===== src/rtl/ysyx_25010008_mem_arb.sv =====
// ysyx_25010008_mem_arb
// Two-requester (IFU, LSU) arbiter in front of a single memory port.
// Only one memory transaction is outstanding at a time:
//   IDLE -> ISSUE (request held on mem_*) -> WAIT (response) -> IDLE.
// Build option: define ARB_RR_EN to break IFU/LSU ties round-robin
// (the requester not granted last wins). Without it, LSU always wins a tie.
module ysyx_25010008_mem_arb (
  input  logic        clk,
  input  logic        rst_n,
  // instruction fetch requester
  input  logic        ifu_req_valid,
  output logic        ifu_req_ready,
  input  logic [31:0] ifu_addr,
  output logic        ifu_resp_valid,
  output logic [31:0] ifu_rdata,
  // load/store requester
  input  logic        lsu_req_valid,
  output logic        lsu_req_ready,
  input  logic [31:0] lsu_addr,
  input  logic        lsu_wen,
  input  logic [31:0] lsu_wdata,
  input  logic [3:0]  lsu_wmask,
  output logic        lsu_resp_valid,
  output logic [31:0] lsu_rdata,
  // memory side
  output logic        mem_req_valid,
  input  logic        mem_req_ready,
  output logic [31:0] mem_addr,
  output logic        mem_wen,
  output logic [31:0] mem_wdata,
  output logic [3:0]  mem_wmask,
  input  logic        mem_resp_valid,
  input  logic [31:0] mem_rdata,
  // status
  output logic        busy,
  output logic        owner
);

  typedef enum logic [1:0] {
    IDLE  = 2'd0,
    ISSUE = 2'd1,
    WAIT  = 2'd2
  } state_e;

  state_e      state_r;
  state_e      state_next_s;
  logic        grant_lsu_s;
  logic        accept_s;
  logic        resp_done_s;

  logic [31:0] addr_r;
  logic        wen_r;
  logic [31:0] wdata_r;
  logic [3:0]  wmask_r;
  logic        owner_r;
  logic        ifu_resp_valid_r;
  logic        lsu_resp_valid_r;
  logic [31:0] ifu_rdata_r;
  logic [31:0] lsu_rdata_r;

`ifdef ARB_RR_EN
  // 1 when the LSU received the most recent grant; reset means "IFU last"
  logic last_lsu_r;

  // Winner selection: on a tie, grant whichever requester was not granted last
  always_comb begin
    if (lsu_req_valid && ifu_req_valid) begin
      grant_lsu_s = ~last_lsu_r;
    end else begin
      grant_lsu_s = lsu_req_valid;
    end
  end

  // Track the last grantee on every accepted request
  always_ff @(posedge clk or negedge rst_n) begin
    if (!rst_n) begin
      last_lsu_r <= 1'b0;
    end else if (accept_s) begin
      last_lsu_r <= grant_lsu_s;
    end else begin
      last_lsu_r <= last_lsu_r;
    end
  end
`else
  // Fixed priority: LSU wins whenever it is requesting
  assign grant_lsu_s = lsu_req_valid;
`endif

  assign accept_s    = (state_r == IDLE) && (ifu_req_valid || lsu_req_valid);
  assign resp_done_s = (state_r == WAIT) && mem_resp_valid;

  // Ready depends only on state and requester inputs, never on mem_* inputs
  assign ifu_req_ready = (state_r == IDLE) && ifu_req_valid && !grant_lsu_s;
  assign lsu_req_ready = (state_r == IDLE) && grant_lsu_s;

  assign mem_req_valid  = (state_r == ISSUE);
  assign mem_addr       = addr_r;
  assign mem_wen        = wen_r;
  assign mem_wdata      = wdata_r;
  assign mem_wmask      = wmask_r;
  assign busy           = (state_r != IDLE);
  assign owner          = owner_r;
  assign ifu_resp_valid = ifu_resp_valid_r;
  assign lsu_resp_valid = lsu_resp_valid_r;
  assign ifu_rdata      = ifu_rdata_r;
  assign lsu_rdata      = lsu_rdata_r;

  // Next-state logic for the single-outstanding transaction sequence
  always_comb begin
    state_next_s = state_r;
    case (state_r)
      IDLE: begin
        if (accept_s) begin
          state_next_s = ISSUE;
        end else begin
          state_next_s = IDLE;
        end
      end
      ISSUE: begin
        if (mem_req_ready) begin
          state_next_s = WAIT;
        end else begin
          state_next_s = ISSUE;
        end
      end
      WAIT: begin
        if (mem_resp_valid) begin
          state_next_s = IDLE;
        end else begin
          state_next_s = WAIT;
        end
      end
      default: begin
        state_next_s = IDLE;
      end
    endcase
  end

  // State register
  always_ff @(posedge clk or negedge rst_n) begin
    if (!rst_n) begin
      state_r <= IDLE;
    end else begin
      state_r <= state_next_s;
    end
  end

  // Capture the winning request so mem_* stays stable while the requester moves on
  always_ff @(posedge clk or negedge rst_n) begin
    if (!rst_n) begin
      addr_r  <= 32'd0;
      wen_r   <= 1'b0;
      wdata_r <= 32'd0;
      wmask_r <= 4'd0;
      owner_r <= 1'b0;
    end else if (accept_s) begin
      addr_r  <= grant_lsu_s ? lsu_addr : ifu_addr;
      wen_r   <= grant_lsu_s & lsu_wen;
      wdata_r <= grant_lsu_s ? lsu_wdata : 32'd0;
      wmask_r <= grant_lsu_s ? lsu_wmask : 4'd0;
      owner_r <= grant_lsu_s;
    end else begin
      addr_r  <= addr_r;
      wen_r   <= wen_r;
      wdata_r <= wdata_r;
      wmask_r <= wmask_r;
      owner_r <= owner_r;
    end
  end

  // Route the memory response to the owner: one-cycle valid pulse, data held until next response
  always_ff @(posedge clk or negedge rst_n) begin
    if (!rst_n) begin
      ifu_resp_valid_r <= 1'b0;
      lsu_resp_valid_r <= 1'b0;
      ifu_rdata_r      <= 32'd0;
      lsu_rdata_r      <= 32'd0;
    end else begin
      ifu_resp_valid_r <= resp_done_s && !owner_r;
      lsu_resp_valid_r <= resp_done_s && owner_r;
      if (resp_done_s && !owner_r) begin
        ifu_rdata_r <= mem_rdata;
      end else begin
        ifu_rdata_r <= ifu_rdata_r;
      end
      if (resp_done_s && owner_r) begin
        lsu_rdata_r <= mem_rdata;
      end else begin
        lsu_rdata_r <= lsu_rdata_r;
      end
    end
  end

endmodule


===== config.mk =====
export PLATFORM = sky130hd
export DESIGN_NAME = ysyx_25010008_mem_arb
export DESIGN_NICKNAME = d
export VERILOG_FILES = /design/src/rtl/ysyx_25010008_mem_arb.sv
export SDC_FILE = /design/constraint.sdc
export NUM_CORES = 1
export LEC_CHECK = 0
export ABC_CLOCK_PERIOD_IN_PS = 2300
export CAP_MARGIN = 15
export CORE_MARGIN = 2
export CORE_UTILIZATION = 43
export DETAILED_ROUTE_END_ITERATION = 8
export PLACE_DENSITY = 0.86
export SYNTH_ARGS = -nofsm -noshare
export SYNTH_HDL_FRONTEND = slang
export SYNTH_SLANG_ARGS = --single-unit

===== constraint.sdc =====
create_clock -name clk -period 2.3 [get_ports clk]
set_input_delay 0.69 -clock clk [delete_from_list [all_inputs] [get_ports clk]]
set_output_delay 0.69 -clock clk [all_outputs]
set_load 0.01 [all_outputs]

==> impl_metrics.tcl, run 1 <==
set metrics [dict create \
    dp_cells 780 \
    clk_latency_ns 0.41 \
    cts_buffers 17 \
    synth_warnings 0 \
    wire_per_inst_um 18.52 \
    dr.pass1.iters 6 \
    routed_wl_um 15040 \
    leakagePower_nw 3.911 \
    syn_area_mm2 0.005445 \
    die_w_um 116.5 \
    grt_pass1_vias 4238 \
    ys_seq_elements 138 \
    portBuffers 278 \
    period_share_pct 98.68 \
    crit_path_end_kind "output port" \
    cap_viol_max_count 0 \
    cp-start-kind "input port" \
    rsz0062_at_grt "no" \
    die_h_um 116.5 \
    tightestPinTransition_ns 0.4505 \
    netlist_instances 340 \
    pin_count 279 \
    detail_route.vias_per_cell 4.946 \
    grt_max_degree 59 \
    nets 766 \
    overflow 0 \
    drv_slew 0 \
    ant_nets 0 \
    final_hold_viol_count 0 \
    fin_total_pwr_w 0.01287 \
    ys_types 21 \
    cts_tree "built" \
    drive_gt1_share_pct 27.03 \
    htreeDepth 4 \
    crit_required_ns 1.61 \
    antenna_found_initial 0 \
    core-area_mm2 0.01247 \
    die_area_mm2 0.01358 \
    ir_drop_mv 0.6816 \
    grtUsageTotal_pct 21.94 \
    max_freq_mhz 440.6 \
    finalSetupViolations 0 \
    path_class "input port to output port" \
    syn-num-nets 479 \
    hold_class "input port to async pin" \
    clkSlewWorstSetupHoldPaths_ns 0.05 \
    drt_iter0_markers 261 \
    rows 41 \
    fin_hold_ws_ns 0.1918 \
    cp_max_fo 2 \
    syn_to_final_growth_pct 68.11 \
    status "finished clean" \
    min_period_ns 2.270 \
    n_antenna_cell 0 \
    slew-limit-headroom_pct 69.97 \
    skew_ns 0.01197 \
    cts.path.max_buffers 2 \
    dp_hpwl_um 11150 \
    cts.sinks 138 \
    arrival_ns 1.58 \
    drc 0 \
    fillers 792 \
    ys_seq_area_share_pct 63.42 \
    gp_congestion 0.7542 \
    layout.cells.non_filler 812 \
    vias 4016 \
    p_per_area_mw_per_mm2 1406 \
    grt_pass1_wl_um 22220 \
    clockRootBuffer "clkbuf_16" \
    syn_avg_cell_area_um2 16.02 \
    initial_core_util_pct 43.68 \
]
==> registers in the layout (all words and copies together), names as in the netlist, 2 cells and up <==
register	flops
mem_addr	32
mem_wdata	32
state_r	2
lsu_rdata	32
ifu_rdata	32
mem_wmask	4
==> kinds of logic (layout without fill, tap and decap cells) <==
kind of cell	Yosys count	after routing	share of synthesized area [%]
flip-flops	138	138	63.42
multiplexers	128	128	26.47
AO/OA/AOI/OAI	41	41	6.480
buffers and inverters	23	323	2.367
AND/OR/NAND/NOR	10	10	1.264
==> critical path, cell delays in order <==
cell and delay, ns:
clkdlybuf4s50_1 0.48, nand2_1 0.07, nor2_1 0.09, clkdlybuf4s15_1 0.24
==> repair_timing <==
item / in CTS / in global routing
hold endpoints to repair: 0 / 0
pin swaps: 0 / 1
resized for setup: 7 / 3
setup buffers: 0 / 0
hold buffers: 0 / 0
setup endpoints to repair: 4 / 2
==> path summary, 6_finish.rpt <==
kind,slack (ns),end,depth (start not counted),startpoint
worst max-delay path,0.03,ifu_req_ready,4,ifu_req_valid
worst min-delay path,0.19,ifu_rdata[18],1,rst_n
worst max register to register,0.69,ifu_rdata[7],4,state_r[0]
worst min register to register,0.50,lsu_rdata[25],1,lsu_rdata[25]
max in group asynchronous,1.45,lsu_rdata[12],2,rst_n
min in group clk,0.50,lsu_rdata[25],1,lsu_rdata[25]
==> power breakdown <==
| part | total [W] | leakage, nW | internal (W) | switching (W) |
|---|---|---|---|---|
| logic | 0.00550 | 1.89 | 0.00343 | 0.00207 |
| clock network | 0.00304 | 0.327 | 0.00204 | 0.000993 |
| registers | 0.00433 | 1.69 | 0.00365 | 0.000688 |
==> area by class of cell <==
| type | count | area [um2] | share of cell area, % |
|---|---|---|---|
| multi-input cells | 179 | 1878 | 20.52 |
| inverters | 2 | 7.507 | 0.08201 |
| clock buffers | 22 | 484.2 | 5.290 |
| clock inverters | 10 | 185.2 | 2.023 |
| well taps | 172 | 215.2 | 2.351 |
| repair buffers | 289 | 2929 | 32.00 |
| flip-flops and latches | 138 | 3455 | 37.74 |
==> per-stage QoR <==
stage | cell area, um2 | TNS (ns) | util [%] | setup WS [ns]
after floorplan | 5445 | 0 | - | 0.4080
after global routing | 9154 | 0 | 73.43 | 0.001687
after global placement | 8476 | -7.595 | 67.99 | -0.4302
after CTS | 9149 | 0 | 73.39 | 0.01164
after detailed placement | 8476 | -9.091 | 67.99 | -0.4959
final | 9154 | 0 | 73.43 | 0.03031
==> cells in the final DEF, fill, tap and decap left out, types with 2 or more instances in the layout <==
| master | n |
|---|---|
| clkdlybuf4s50_1 | 272 |
| dfrtp_1 | 137 |
| mux2_2 | 126 |
| a22o_1 | 37 |
| clkbuf_16 | 17 |
| buf_4 | 6 |
| bufinv_16 | 5 |
| buf_12 | 5 |
| clkbuf_8 | 4 |
| inv_1 | 2 |
| nand2_1 | 2 |
| mux2_1 | 2 |
| clkinv_2 | 2 |
| clkdlybuf4s15_1 | 2 |
| dlygate4sd2_1 | 2 |
==> synthesized netlist by cell type <==
master | n | area, um2
and2_1 | 1 | 6.260
mux2_2 | 126 | 1419
a22o_1 | 37 | 324.1
a21o_1 | 1 | 7.510
buf_4 | 1 | 7.510
or2b_1 | 1 | 7.510
o21ai_0 | 1 | 5.000
nand4b_1 | 1 | 8.760
nand2b_1 | 1 | 6.260
o21ai_2 | 1 | 8.760
buf_6 | 3 | 33.78
mux2_1 | 2 | 22.52
nor2b_1 | 1 | 6.260
inv_1 | 2 | 7.510
nand2_1 | 2 | 7.510
nor2_1 | 2 | 7.510
clkbuf_1 | 4 | 15.01
a22oi_1 | 1 | 7.510
nor3b_4 | 1 | 18.77
dfrtp_1 | 138 | 3453
buf_2 | 13 | 65.06
==> metal layers <==
metal | up-vias | part of all wire, % | track usage [%]
met5 | - | 0 | 0
met2 | 189 | 50 | 36.71
met4 | 0 | 2.1 | 8.784
met3 | 24 | 10 | 10.22
li1 | 1821 | - | -
met1 | 1982 | 38 | 24.39
No activity file was read; power rests on OpenSTA's default activity.
==> run 2, diff against run 1 <==
--- a/config.mk
+++ b/config.mk
@@ -11,6 +11,7 @@
 export CORE_UTILIZATION = 43
 export DETAILED_ROUTE_END_ITERATION = 8
 export PLACE_DENSITY = 0.86
+export SLEW_MARGIN = 15
 export SYNTH_ARGS = -nofsm -noshare
 export SYNTH_HDL_FRONTEND = slang
 export SYNTH_SLANG_ARGS = --single-unit
==> results of run 2 <==
Same layout as run 1: the final DEF is identical, and so are final timing and power.
==> run 3, diff against run 2 <==
--- a/config.mk
+++ b/config.mk
@@ -8,9 +8,10 @@
 export ABC_CLOCK_PERIOD_IN_PS = 2300
 export CAP_MARGIN = 15
 export CORE_MARGIN = 2
-export CORE_UTILIZATION = 43
+export CORE_UTILIZATION = 44
+export CTS_BUF_LIST = sky130_fd_sc_hd__clkbuf_4
 export DETAILED_ROUTE_END_ITERATION = 8
-export PLACE_DENSITY = 0.86
+export PLACE_DENSITY = 0.88
 export SLEW_MARGIN = 15
 export SYNTH_ARGS = -nofsm -noshare
 export SYNTH_HDL_FRONTEND = slang
==> run 3 against run 2 <==
  * Sequential power barely moved
  * Final cell count rose by 0.37%
  * Register-to-register slack worse by 0.14 ns
  * Combinational power is 2% higher
  * First-iteration DRC count down 45%
  * Routed wire length is essentially flat
  * Power is 9.5% lower
  * Hold slack got worse by 0.13 ns
  * Clock power down 43%
  * Fmax grew 1.9%
  * Critical endpoint is now owner
  * Largest cell class unchanged
  * Largest power group unchanged
==> impl_metrics.tcl, run 3 (synthesized netlist as in run 1, its figures left out) <==
set metrics [dict create \
    vias 4100 \
    r2r_setup_slack_ns 0.55 \
    leakagePower_nw 3.766 \
    path_class "flip-flop to output port" \
    die_w_um 115.2 \
    cpMaxStageDelayCell "clkdlybuf4s50_1" \
    skew_ns 0.01649 \
    arrival_ns 1.54 \
    finalSetupViolations 0 \
    antenna_found_initial 2 \
    gp_congestion 0.7847 \
    core-area_mm2 0.01206 \
    initial_core_util_pct 45.15 \
    worstPathCellList "clkdlybuf4s50_1" \
    die_h_um 115.2 \
    ir_drop_mv 0.7297 \
    cp_max_fo 4 \
    dp_hpwl_um 11380 \
    highest_layer "met4" \
    clockRootBuffer "clkbuf_4" \
    nets 772 \
    cap_viol_max_count 0 \
    tightestPinTransition_ns 0.4659 \
    layout.cells.non_filler 815 \
    cts.sinks 138 \
    drt_iter0_markers 143 \
    fillers 775 \
    cts_buffers 17 \
    fin_ws_ns 0.07193 \
    period_share_pct 96.87 \
    regToRegEndpoint "ifu_rdata[1]" \
    p_per_area_mw_per_mm2 1316 \
    pin_count 279 \
    wl_met1_um 5446 \
    min_period_ns 2.228 \
    ff_latch_area_mm2 0.003457 \
    mostFrequentLayoutCell "clkdlybuf4s50_1" \
    portBuffers 278 \
    grtUsageTotal_pct 23.23 \
    max_freq_mhz 448.8 \
    rows 40 \
    clkSlewWorstSetupHoldPaths_ns 0.12 \
    detail_route.vias_per_cell 5.031 \
    crit_required_ns 1.61 \
    pre_cts_slack_ns -0.3605 \
    final_cell_mix "clkdlybuf4s50_1 (272), dfrtp_1 (135), mux2_2 (126)" \
    fin_area_mm2 0.008851 \
    overflow 0 \
    cpPeakStageDelay_ns 0.57 \
    drc 0 \
    post_dp_cell_area_mm2 0.008506 \
    crit_path_end_kind "output port" \
    dr_wl_met3_um 1462 \
    hold_class "input port to async pin" \
    cts_tree "built" \
    wire_per_inst_um 18.46 \
    multi_input_area_mm2 0.001881 \
    drive_gt1_share_pct 28.53 \
    cp_num_cells 1 \
    grt_pass1_wl_um 23050 \
    ant_nets 0 \
    grt_pass1_vias 4479 \
    dp_cells 779 \
    crit_buf_inv 1 \
    rr_startpoint "state_r[0]" \
    ctsHoldBuffers 0 \
    htreeDepth 4 \
    status "finished clean" \
    met2_length_um 7678 \
    clk_latency_ns 0.53 \
    grt_max_degree 44 \
    path_delay_family "buffers and inverters" \
    dr.pass1.iters 4 \
    syn_to_final_growth_pct 62.55 \
    cts.path.max_buffers 2 \
    rsz0062_at_grt "no" \
    die_area_mm2 0.01328 \
    drv_slew 0 \
    final_hold_viol_count 0 \
    rr_worst_depth 5 \
    cp-start-kind "flip-flop" \
    routed_wl_um 15040 \
    slew-limit-headroom_pct 68.94 \
]
run 3: cell count changes in the layout (fill, tap and decap cells not counted), sizes merged:
cell and change:
clkdlybuf4s15 -1, dlymetal6s2s -1, clkinvlp +3, clkbuf -3, buf +8, diode +2, bufinv -1
run 3: power breakdown:
| part | leakage, nW | internal [W] | switching (W) | total [W] |
|---|---|---|---|---|
| Clock | 0.158 | 0.000876 | 0.000864 | 0.00174 |
| Sequential | 1.69 | 0.00363 | 0.000686 | 0.00432 |
| Combinational | 1.92 | 0.00350 | 0.00209 | 0.00559 |
| Total | 3.77 | 0.00801 | 0.00364 | 0.0116 |
run 3: how the worst max path moves through the flow:
stage / from / end / slack [ns]
detailed placement: lsu_req_valid / lsu_req_ready / -0.36
floorplan: lsu_req_valid / ifu_req_ready / 0.41
finish: owner / owner / 0.07
CTS: owner / owner / 0.02
global route: owner / owner / 0.002
global placement: lsu_req_valid / lsu_req_ready / -0.34
run 3: repair_timing:
action                                  CTS  global route
pin swaps                                 1             1
endpoints found under the setup margin    5             1
gates resized for setup                  18             1
setup buffers                             3             0
run 3: routing by layer:
layer,up-vias,GRT usage (%)
met2,202,40.39
li1,1829,-
met3,33,10.07
met5,-,0
met4,0,10.36
met1,2036,24.45
run 3: layout make-up:
cell class	instances	area share, %
antenna	2	0.05655
clock inverter	12	1.951
clock buffer	19	1.612
tap	168	2.375
inverter	2	0.08482
sequential	138	39.06
timing repair buffer	295	33.62
multi-input combinational	179	21.25
run 3: stage by stage:
step,setup TNS [ns],total power [W],hold slack [ns],utilization (%)
2_1_floorplan,0,0.006543,0.3944,-
5_1_grt,0,0.01228,0.04321,73.36
3_5_place_dp,-10.66,0.009955,0.4908,70.52
6_report,0,0.01165,0.05967,73.38
3_3_place_gp,-8.903,0.009728,0.4657,70.52
4_1_cts,0,0.01177,0.01985,73.32
